## config.mk

```make
export PLATFORM = sky130hd
export DESIGN_NAME = shift_cmd_queue
export DESIGN_NICKNAME = d
export VERILOG_FILES = /design/src/rtl/shift_cmd_queue.sv
export SDC_FILE = /design/constraint.sdc
export NUM_CORES = 1
export LEC_CHECK = 0
export BUFFER_PORTS_ARGS = -buffer_cell sky130_fd_sc_hd__buf_2
export CAP_MARGIN = 10
export CORE_ASPECT_RATIO = 0.6
export CORE_MARGIN = 2
export CORE_UTILIZATION = 39
export CTS_BUF_LIST = sky130_fd_sc_hd__clkbuf_4 sky130_fd_sc_hd__clkbuf_8
export DETAILED_ROUTE_END_ITERATION = 16
export PLACE_DENSITY = 0.64
export SLEW_MARGIN = 30
export SYNTH_ARGS = -nofsm -noshare
export SYNTH_HDL_FRONTEND = slang
export SYNTH_SLANG_ARGS = --single-unit
```

## constraint.sdc

```tcl
create_clock -name clk -period 3.78 [get_ports clk]
set_clock_uncertainty 0.15 [all_clocks]
set_input_delay 0.756 -clock clk [delete_from_list [all_inputs] [get_ports clk]]
set_output_delay 0.756 -clock clk [all_outputs]
set_load 0.01 [all_outputs]
```

## src/rtl/shift_cmd_queue.sv

```systemverilog
// rtl/shift_cmd_queue.sv - command FIFO and registered result slot around an external combinational barrel shifter
module shift_cmd_queue #(
  parameter int WIDTH = 8,
  parameter int SW    = 3,
  parameter int DEPTH = 4
) (
  input  logic                     clk,
  input  logic                     rst_n,
  input  logic                     in_valid,
  output logic                     in_ready,
  input  logic [WIDTH-1:0]         in_data,
  input  logic [SW-1:0]            in_smt,
  input  logic [1:0]               in_mode,
  output logic [WIDTH-1:0]         sh_data_in,
  output logic [SW-1:0]            sh_smt,
  output logic [1:0]               sh_mode,
  input  logic [WIDTH-1:0]         sh_data_out,
  output logic                     out_valid,
  input  logic                     out_ready,
  output logic [WIDTH-1:0]         out_data,
  output logic [SW-1:0]            out_smt,
  output logic [1:0]               out_mode,
  output logic [$clog2(DEPTH):0]   count
);

  localparam int AW = $clog2(DEPTH);
  localparam int CW = AW + 1;
  localparam logic [CW-1:0] FULL = CW'(DEPTH);

  logic [WIDTH-1:0] mem_data [DEPTH];
  logic [SW-1:0]    mem_smt  [DEPTH];
  logic [1:0]       mem_mode [DEPTH];

  logic [AW-1:0] wr_ptr;
  logic [AW-1:0] rd_ptr;
  logic          empty;
  logic          push;
  logic          load;

  assign empty    = (count == '0);
  assign in_ready = (count != FULL);
  assign push     = in_valid && in_ready;
  assign load     = !empty && (!out_valid || out_ready);

  // Head is read straight from storage, so the shifter never sees in_* combinationally.
  assign sh_data_in = empty ? '0 : mem_data[rd_ptr];
  assign sh_smt     = empty ? '0 : mem_smt[rd_ptr];
  assign sh_mode    = empty ? '0 : mem_mode[rd_ptr];

  always_ff @(posedge clk) begin
    if (push) begin
      mem_data[wr_ptr] <= in_data;
      mem_smt[wr_ptr]  <= in_smt;
      mem_mode[wr_ptr] <= in_mode;
    end
  end

  always_ff @(posedge clk) begin
    if (!rst_n) begin
      wr_ptr    <= '0;
      rd_ptr    <= '0;
      count     <= '0;
      out_valid <= 1'b0;
      out_data  <= '0;
      out_smt   <= '0;
      out_mode  <= '0;
    end else begin
      if (push) begin
        wr_ptr <= wr_ptr + AW'(1);
      end

      if (load) begin
        out_data  <= sh_data_out;
        out_smt   <= sh_smt;
        out_mode  <= sh_mode;
        out_valid <= 1'b1;
        rd_ptr    <= rd_ptr + AW'(1);
      end else if (out_valid && out_ready) begin
        out_valid <= 1'b0;
      end

      case ({push, load})
        2'b10:   count <= count + CW'(1);
        2'b01:   count <= count - CW'(1);
        default: count <= count;
      endcase
    end
  end

endmodule
```

-- Word level (Yosys, flattened, before mapping)
Memories as Yosys holds them, arrays and structs flattened. A register that Yosys moved wholly into a read port is not among the register bits.
Cells that the tools add are included.
- shift operators: 0
- eq/ne operators: 3
- $mul: 0
- $lt $le $gt $ge: 0
- reduce and logical (&&, ||, !) cells: 9
- bitwise operators: 0
- muxes and demuxes: 14
- add/sub/neg operators: 4
- divide/modulo/power cells: 0
- operators with widths (cell ; number):
    $mux 2 ; 7
    $mux 8 ; 1
    $pmux 3 s2 ; 1
    $add 2x1->2 const B ; 2
    $mux 1 ; 4
    $reduce_bool 2->1 ; 2
    $add 3x1->3 const B ; 1
    $logic_and 1x1->1 ; 3
    $logic_not 3->1 ; 1
    $mux 3 ; 1
    $ne 3x3->1 const B ; 1
    $sub 3x1->3 const B ; 1
    $eq 2x1->1 const B ; 1
    $eq 2x2->1 const B ; 1
    $logic_not 1->1 ; 2
    $logic_or 1x1->1 ; 1
- ROM bits: 0
- memory bits (writable): 52
- output and inout port bits: 31
- bits in latches: 0
- flip-flop bits (word level): 21
- memories kept: 3
- memories (name ; words ; width ; rd ports ; clocked after Yosys merged registers in ; wr ports ; line ; source):
    mem_data ; 4 ; 8 ; 1 ; 1 ; 1 ; 30 ; logic [WIDTH-1:0] mem_data [DEPTH];
    mem_smt ; 4 ; 3 ; 1 ; 1 ; 1 ; 31 ; logic [SW-1:0] mem_smt [DEPTH];
    mem_mode ; 4 ; 2 ; 1 ; 1 ; 1 ; 32 ; logic [1:0] mem_mode [DEPTH];

-- Logic depth before layout (Yosys ltp)
Gate-level depths: netlist of run 1.
- depth in word-level cells: 5
- depth in mapped cells: 9

-- Least setup slack after synthesis of run 1
OpenSTA, ideal clock, no wires.
- path type: input port to flip-flop
- from: input port out_ready
- to: register count[2]
- stages: 9
- path slack: 1.140 ns
- data required time: 3.560 ns
- library setup time: 0.070 ns
- arrival: 2.421 ns
- cell sequence: nor2b_1 > clkbuf_1 > nor2_1 > ha_1 > inv_1 > fa_1 > xor2_1 > or3_1 > a21oi_1
- word-level cells in the longest chain between the ends: 4
- elaborated cells on any way between the ends: 6
- ends and longest elaborated chain (what ; line ; source):
    start: declaration ; 19 ; input logic out_ready,
    $logic_or 1x1->1 * ; 43 ; assign load = !empty && (!out_valid || out_ready);
    $logic_and 1x1->1 * ; 43 ;
    named net load ; 38 ; logic load;
    $eq 2x1->1 or $eq 2x2->1 (tied branches) ; 82 ; case ({push, load})
    $pmux 3 s2 or $reduce_bool 2->1 (tied branches) ; - ;
    end signal: assignment ; 83 ; 2'b10: count <= count + CW'(1);
    end signal: assignment ; 84 ; 2'b01: count <= count - CW'(1);
    end signal: assignment ; 85 ; default: count <= count;
    end: declaration ; 23 ; output logic [$clog2(DEPTH):0] count
The timed path passes the listed nets; every way through them passes the cells marked *.
A chain may end at the register's enable or synchronous reset.

==> results by group, run 1 <==
Die
  • Die Span Y: around 72 microns
  • Die ar.: about 8400 sq um
  • Placeable core area: roughly 7400 sq um
  • Die X: approximately 120 microns
  • IO Count: 56
  • Initial core utilization: between 40% and 50%
  • Row cnt: 24

Synth
  • Net Count, Synth: 225
  • Mapped Cells: roughly 190
  • Netlist cell types: 31
  • Yosys warning count: 0
  • Seq cells post-synth: 75
  • Post-Syn Area: between 2000 and 3000 sq um
  • Post-synthesis sequential area ratio: approximately two thirds
  • Syn avg cell area: 15.4 sq um

Power
  • Leak Pwr: ~0.0013 uW
  • Internal: approximately 1700 uW
  • Clock share of power: between 20% and 30%
  • Gate power share: between 30% and 40%
  • Sequential power share: a little over two fifths
  • Peak VDD IR: 0.264 mV
  • Psw: between 800 and 900 uW
  • PwrDens: just over 700 nW/um^2
  • Switching Fraction: 32.8%

STA
  • Relative slew slack: 49.3%
  • Min Tclk post-route: about 3.0 ns
  • Least-Margin Pin Slew: approximately 0.76 ns
  • Final setup vio count: 0
  • Max-slew violations: 0
  • Fin worst setup slack: 0.781 ns
  • RSZ-0062 raised after global routing: no
  • Fmax: ~330 MHz
  • Sum Neg Setup Slack: 0 ns
  • Worst hold slack: 0.315 ns
  • Final hold vios: 0
  • Fin crit share: 79.3%

Place
  • DP Worst Slack: between 0.7 and 0.8 ns
  • # port buffers: 55
  • GP Congestion: a little over 0.7
  • Hpwl dp: 3660 microns

Clock tree
  • Max H-tree Level: 3
  • Post-CTS Hold Buffers: 0
  • Post-CTS sizing: 0
  • CTS root buffer: clkbuf_8
  • Setup Fix Bufs, Post-CTS: 0
  • Clk sink count: 75
  • Clk_lat worst skew: between 0.3 and 0.4 ns
  • CTS max path bufs: 2
  • CTS tree: done
  • Clock-pin slew on the worst setup and hold paths: 0.07 ns
  • CTS buffer count: 9

Global routing
  • GR Util All Layers: about 14%
  • Total grt overflow: 0
  • Initial antenna violation count: 0
  • First-pass GRT wire length: between 8000 and 9000 microns
  • Largest net degree at the start of global routing: 23
  • Vias in the first global route: roughly 1600

Finish
  • Layout cells sized above 1: 29.8%
  • Area growth from synthesis to layout: 18.0%
  • Ant. Diodes: 0
  • FILL cells: 645
  • Nets: roughly 280

Worst hold path
  • Hold WC Path Type: reg -> reg
  • Hold Crit Depth: 2

Critical path
  • CP arrival: between 2 and 2.5 ns
  • CP Launch Type: register
  • Worst EP required: approximately 2.9 ns
  • Crit end category: primary output
  • Maximum fanout along the worst path: 7
  • Worst R2R Path Depth: 8
  • Critical path class: reg -> out

Detailed routing
  • Post-Route WL: 5390 microns
  • DRT iter0 DRCs: around 140
  • Drt wl/cell: approximately 15 microns
  • Post-route ant nets: 0
  • Via/cell ratio: 4.85
  • DR DRC count: 0
  • Routed vias: 1740
  • DRT Pass-1 Iters: 4

Status
  • Run status: finished, final reports clean

Job
  • Max_cap viols: 0
## Yosys cell counts (all sizes together)
master	number	area, sq um
edfxtp	52	1560
buf	6	41.3
and3	4	25.0
or3b	1	8.76
o2bb2ai	5	43.8
o21ai	10	50.0
dfxtp	23	460
mux4	13	330
nand3	11	55.1
nor3	2	15.0
fa	1	20.0
nor2b	1	6.26
ha	5	62.6
xor2	2	17.5
a21o	2	15.0
and2	13	81.3
nand2	7	26.3
or3	3	18.8
nand2b	2	12.5
a21oi	15	78.8
nor2	4	15.0
inv	6	22.5
mux2i	1	10.0
clkbuf	5	18.8
## through the flow
stage	area (sq um)	instances	total power [uW]	utilization, %
6_report	3540	359	2540	48.1
5_1_grt	3540	359	2720	48.1
4_1_cts	3540	359	2570	48.1
3_5_place_dp	3350	343	1990	45.5
3_3_place_gp	3350	343	1980	45.5
2_1_floorplan	3000	194	1710	-
## sequential cells by signal, summed over array words and instances (netlist names), named ones only
register   cells
wr_ptr         2
out_smt        3
mem_smt       12
out_data       8
out_mode       2
rd_ptr         2
mem_mode       8
count          3
out_valid      1
mem_data      32
## power groups by stage
stage / Clock [uW] / Combinational (uW) / Sequential [uW]
after global routing: 635 / 949 / 1130
after detailed placement: 0 / 858 / 1140
after floorplan: 0 / 573 / 1140
final: 584 / 843 / 1120
after global placement: 0 / 846 / 1140
after CTS: 596 / 859 / 1120
## placed cells by master (no fill, tap or decap), drive strengths merged
cell type	instances
bufinv	1
ha	5
or3	3
edfxtp	52
clkinv	5
nand2b	2
nand3	11
nor2b	1
nor2	4
a21o	2
fa	1
mux2i	1
buf	56
and3	4
inv	6
o2bb2ai	5
nor3	2
nand2	7
o21ai	10
a21oi	15
clkbuf	10
and2	13
mux4	13
dfxtp	23
or3b	1
xor2	2
## final cells by class
class	instances	area, sq um	area share, %
flip-flops and latches	75	2020	57.2
well taps	104	130	3.68
repair buffers	56	283	7.99
clock buffers	10	131	3.71
clock inverters	6	56.3	1.59
multi-input cells	102	892	25.2
inverters	6	22.5	0.637
## final timing paths
path                                   end       start  slack (ns)
worst max-delay path             sh_smt[0]    register        0.78
worst min-delay path            out_smt[2]  out_smt[2]        0.31
worst max register to register    count[2]   out_valid        1.23
worst min register to register  out_smt[2]  out_smt[2]        0.31
## logic make-up (layout without fill, tap and decap cells)
family                   count (synthesis)  after routing  synth area share, %
AND/OR/NAND/NOR                         48             48                 8.81
adder cells (fa/ha/maj)                  6              6                 2.76
XOR/XNOR                                 2              2                0.585
flip-flops                              75             75                 67.5
buffers and inverters                   17             78                 2.76
AO/OA/AOI/OAI                           32             32                 6.26
multiplexers                            14             14                 11.4
## layer usage
| metal | routed length, microns | GRT usage [%] | vias up |
|---|---|---|---|
| li1 | - | - | 846 |
| met1 | 2660 | 19.2 | 842 |
| met2 | 2340 | 19.5 | 44 |
| met3 | 332 | 6.10 | 8 |
| met4 | 68 | 4.71 | 0 |
| met5 | 0 | 0 | - |
## worst max-delay path, stage by stage, from the launching register on
cell and delay (ns):
dfxtp_1 0.55, buf_4 0.26, mux4_1 0.62, and2_1 0.18
buf_2 0.13
(Power assumes the default switching activity.)
==> run 2: changes to the inputs <==
PLACE_DENSITY = 0.67   (was 0.64)
clock period = 2.7 ns   (was 3.78 ns; I/O delays follow)
==> run 2 against run 1 <==
Effect of this change: die area did not move; critical path depth did not move; sequential share of layout area fell by 1.3 points; combinational power rose by 55%; critical endpoint is now sh_smt[1]; largest cell class unchanged.
==> results by group, run 2 (same netlist as run 1, synthesis figures left out) <==
Status
  • Run status: finished, final reports clean (unchanged)

STA
  • Sum Neg Setup Slack: 0 ns (unchanged)
  • Least-Margin Pin Slew: 0.711 ns (was 0.759 ns)
  • Relative slew slack: 52.6% (was 49.3%)
  • Max-slew violations: 0 (unchanged)
  • Fmax: 390 MHz
  • Final hold vios: 0 (unchanged)
  • Fin crit share: between 90% and 100%
  • Final setup vio count: 0 (unchanged)
  • RSZ-0062 raised after global routing: no (unchanged)
  • Worst hold slack: 0.253 ns (was 0.315 ns)
  • Min Tclk post-route: 2.56 ns

Critical path
  • Maximum fanout along the worst path: 13 (was 7)
  • Worst EP required: 2.01 ns (was 2.87 ns)
  • Slowest CP cell: mux4_1 (unchanged)
  • Critical path class: reg -> out (unchanged)
  • Crit path max-delay family: multiplexers (unchanged)
  • Crit end category: primary output (unchanged)
  • CP arrival: 1.87 ns (was 2.09 ns)
  • CP bufs+invs: 2 (unchanged)
  • Critical-path cell list: buf_4, mux4_1, and2_1, buf_2 (unchanged)
  • CP Launch Type: register (unchanged)
  • Crit-path max cell delay: 0.64 ns (was 0.62 ns)

Detailed routing
  • DRT iter0 DRCs: 112 (was 136)
  • Routed vias: 1820 (was 1740)
  • Post-route ant nets: 0 (unchanged)
  • DR DRC count: 0 (unchanged)
  • Via/cell ratio: 4.99 (was 4.85)
  • Post-Route WL: 5750 microns (was 5390 microns)
  • Drt wl/cell: 15.7 microns (was 15.0 microns)
  • DRT Pass-1 Iters: 4 (unchanged)

Clock tree
  • Clk_lat worst skew: 0.35 ns (was 0.34 ns)
  • CTS max path bufs: 2 (unchanged)
  • CTS buffer count: 9 (unchanged)
  • Max H-tree Level: 3 (unchanged)
  • Setup Fix Bufs, Post-CTS: 0 (unchanged)
  • CTS tree: done (unchanged)
  • Post-CTS sizing: 0 (unchanged)
  • Clock-pin slew on the worst setup and hold paths: 0.08 ns (was 0.07 ns)
  • CTS root buffer: clkbuf_8 (unchanged)
  • Post-CTS Hold Buffers: 0 (unchanged)
  • Clk sink count: 75 (unchanged)

Die
  • Row cnt: 24 (unchanged)
  • Die X: 117 microns (unchanged)
  • Initial core utilization: 40.7% (unchanged)
  • Placeable core area: 7360 sq um (unchanged)
  • IO Count: 56 (unchanged)
  • Die Span Y: 71.9 microns (unchanged)
  • Die ar.: 8420 sq um (unchanged)

Power
  • Clock share of power: 25.1% (was 23.0%)
  • Internal: 2570 uW (was 1710 uW)
  • Switching Fraction: 31.8% (was 32.8%)
  • Sequential power share: 40.3% (was 43.9%)
  • PwrDens: 1040 nW/um^2 (was 719 nW/um^2)
  • Leak Pwr: 0.00139 uW (was 0.00135 uW)
  • Psw: 1200 uW (was 834 uW)
  • Gate power share: 34.6% (was 33.1%)
  • Peak VDD IR: 0.375 mV (was 0.264 mV)

Finish
  • Most common cell after layout, fill and taps aside: buf_2 (unchanged)
  • Nets: 287 (was 281)
  • Most flop-heavy register: mem_data (unchanged)
  • Layout cells sized above 1: 32.2% (was 29.8%)
  • Final std cells w/o fill: 365 (was 359)
  • Ant. Diodes: 0 (unchanged)
  • FILL cells: 655 (was 645)
  • Fin util: 49.2% (was 48.1%)
  • Commonest non-fill, non-tap cells in the layout: 55 x buf_2, 52 x edfxtp_1, 23 x dfxtp_1 (unchanged)
  • Area growth from synthesis to layout: 20.7% (was 18.0%)
  • Max FFs per register: 32 (unchanged)
  • Design area: 3620 sq um (was 3540 sq um)
  • Biggest regs: mem_data: 32 flops, mem_smt: 12 flops (unchanged)

Global routing
  • GR Util All Layers: 14.8% (was 13.8%)
  • First-pass GRT wire length: 9060 microns (was 8400 microns)
  • Vias in the first global route: 1763 (was 1643)
  • Largest net degree at the start of global routing: 18 (was 23)
  • Initial antenna violation count: 0 (unchanged)
  • Total grt overflow: 0 (unchanged)

Job
  • Max_cap viols: 0 (unchanged)

Worst hold path
  • Hold WC Path Type: in -> reg (was reg -> reg)

Place
  • Area after DPL: 3390 sq um (was 3350 sq um)
  • GP Congestion: 0.724 (was 0.709)
  • Placed cell count: 349 (was 343)
  • # port buffers: 55 (unchanged)
  • Hpwl dp: 3930 microns (was 3660 microns)
## run 2: cell count changes in the layout (fill, tap and decap cells not counted), sizes merged
cell and delta:
bufinv +1, clkinvlp +1, buf +6, clkbuf +1, clkinv -3
## run 2: final timing paths
kind | from | end | slack (ns) | cells after the start
max | register | sh_smt[1] | 0.14 | 4
min | in_data[3] | mem_data[2][3] | 0.25 | 1
max reg2reg | count[2] | count[2] | 0.33 | 8
min reg2reg | out_mode[0] | out_mode[0] | 0.31 | 2
## run 2: power groups by stage
stage               clock (uW)  sequential [uW]  combinational (uW)
floorplan                    0             1590                 802
global placement             0             1540                1310
global route              1010             1540                1460
detailed placement           0             1550                1320
finish                     947             1520                1310
CTS                        964             1520                1320
## run 2: layout make-up
type / count / area [sq um] / share of cell area, %
repair buffers: 62 / 328 / 9.06
flip-flops and latches: 75 / 2020 / 55.9
well taps: 104 / 130 / 3.60
clock inverters: 5 / 77.6 / 2.14
clock buffers: 11 / 145 / 4.01
inverters: 6 / 22.5 / 0.623
multi-input cells: 102 / 892 / 24.7
## run 2: routing by layer
metal | global-route usage (%) | part of all wire, %
met1 | 20.6 | 49
met2 | 20.9 | 42
met3 | 6.10 | 6.7
met4 | 5.49 | 1.6
met5 | 0 | 0
## run 2: metrics by stage
stage | power, uW | worst slack [ns]
after CTS | 3810 | 0.127
after floorplan | 2390 | 0.276
final | 3770 | 0.139
after global routing | 4020 | 0.0526
after detailed placement | 2860 | 0.356
after global placement | 2850 | 0.434
## run 2: worst reg2reg max path: stages, from the launching register on
cell	delay, ns
dfxtp_1	0.41
or3b_1	0.40
nand2_1	0.11
ha_1	0.19
inv_1	0.06
fa_1	0.37
xor2_1	0.16
or3_1	0.32
a21oi_1	0.14
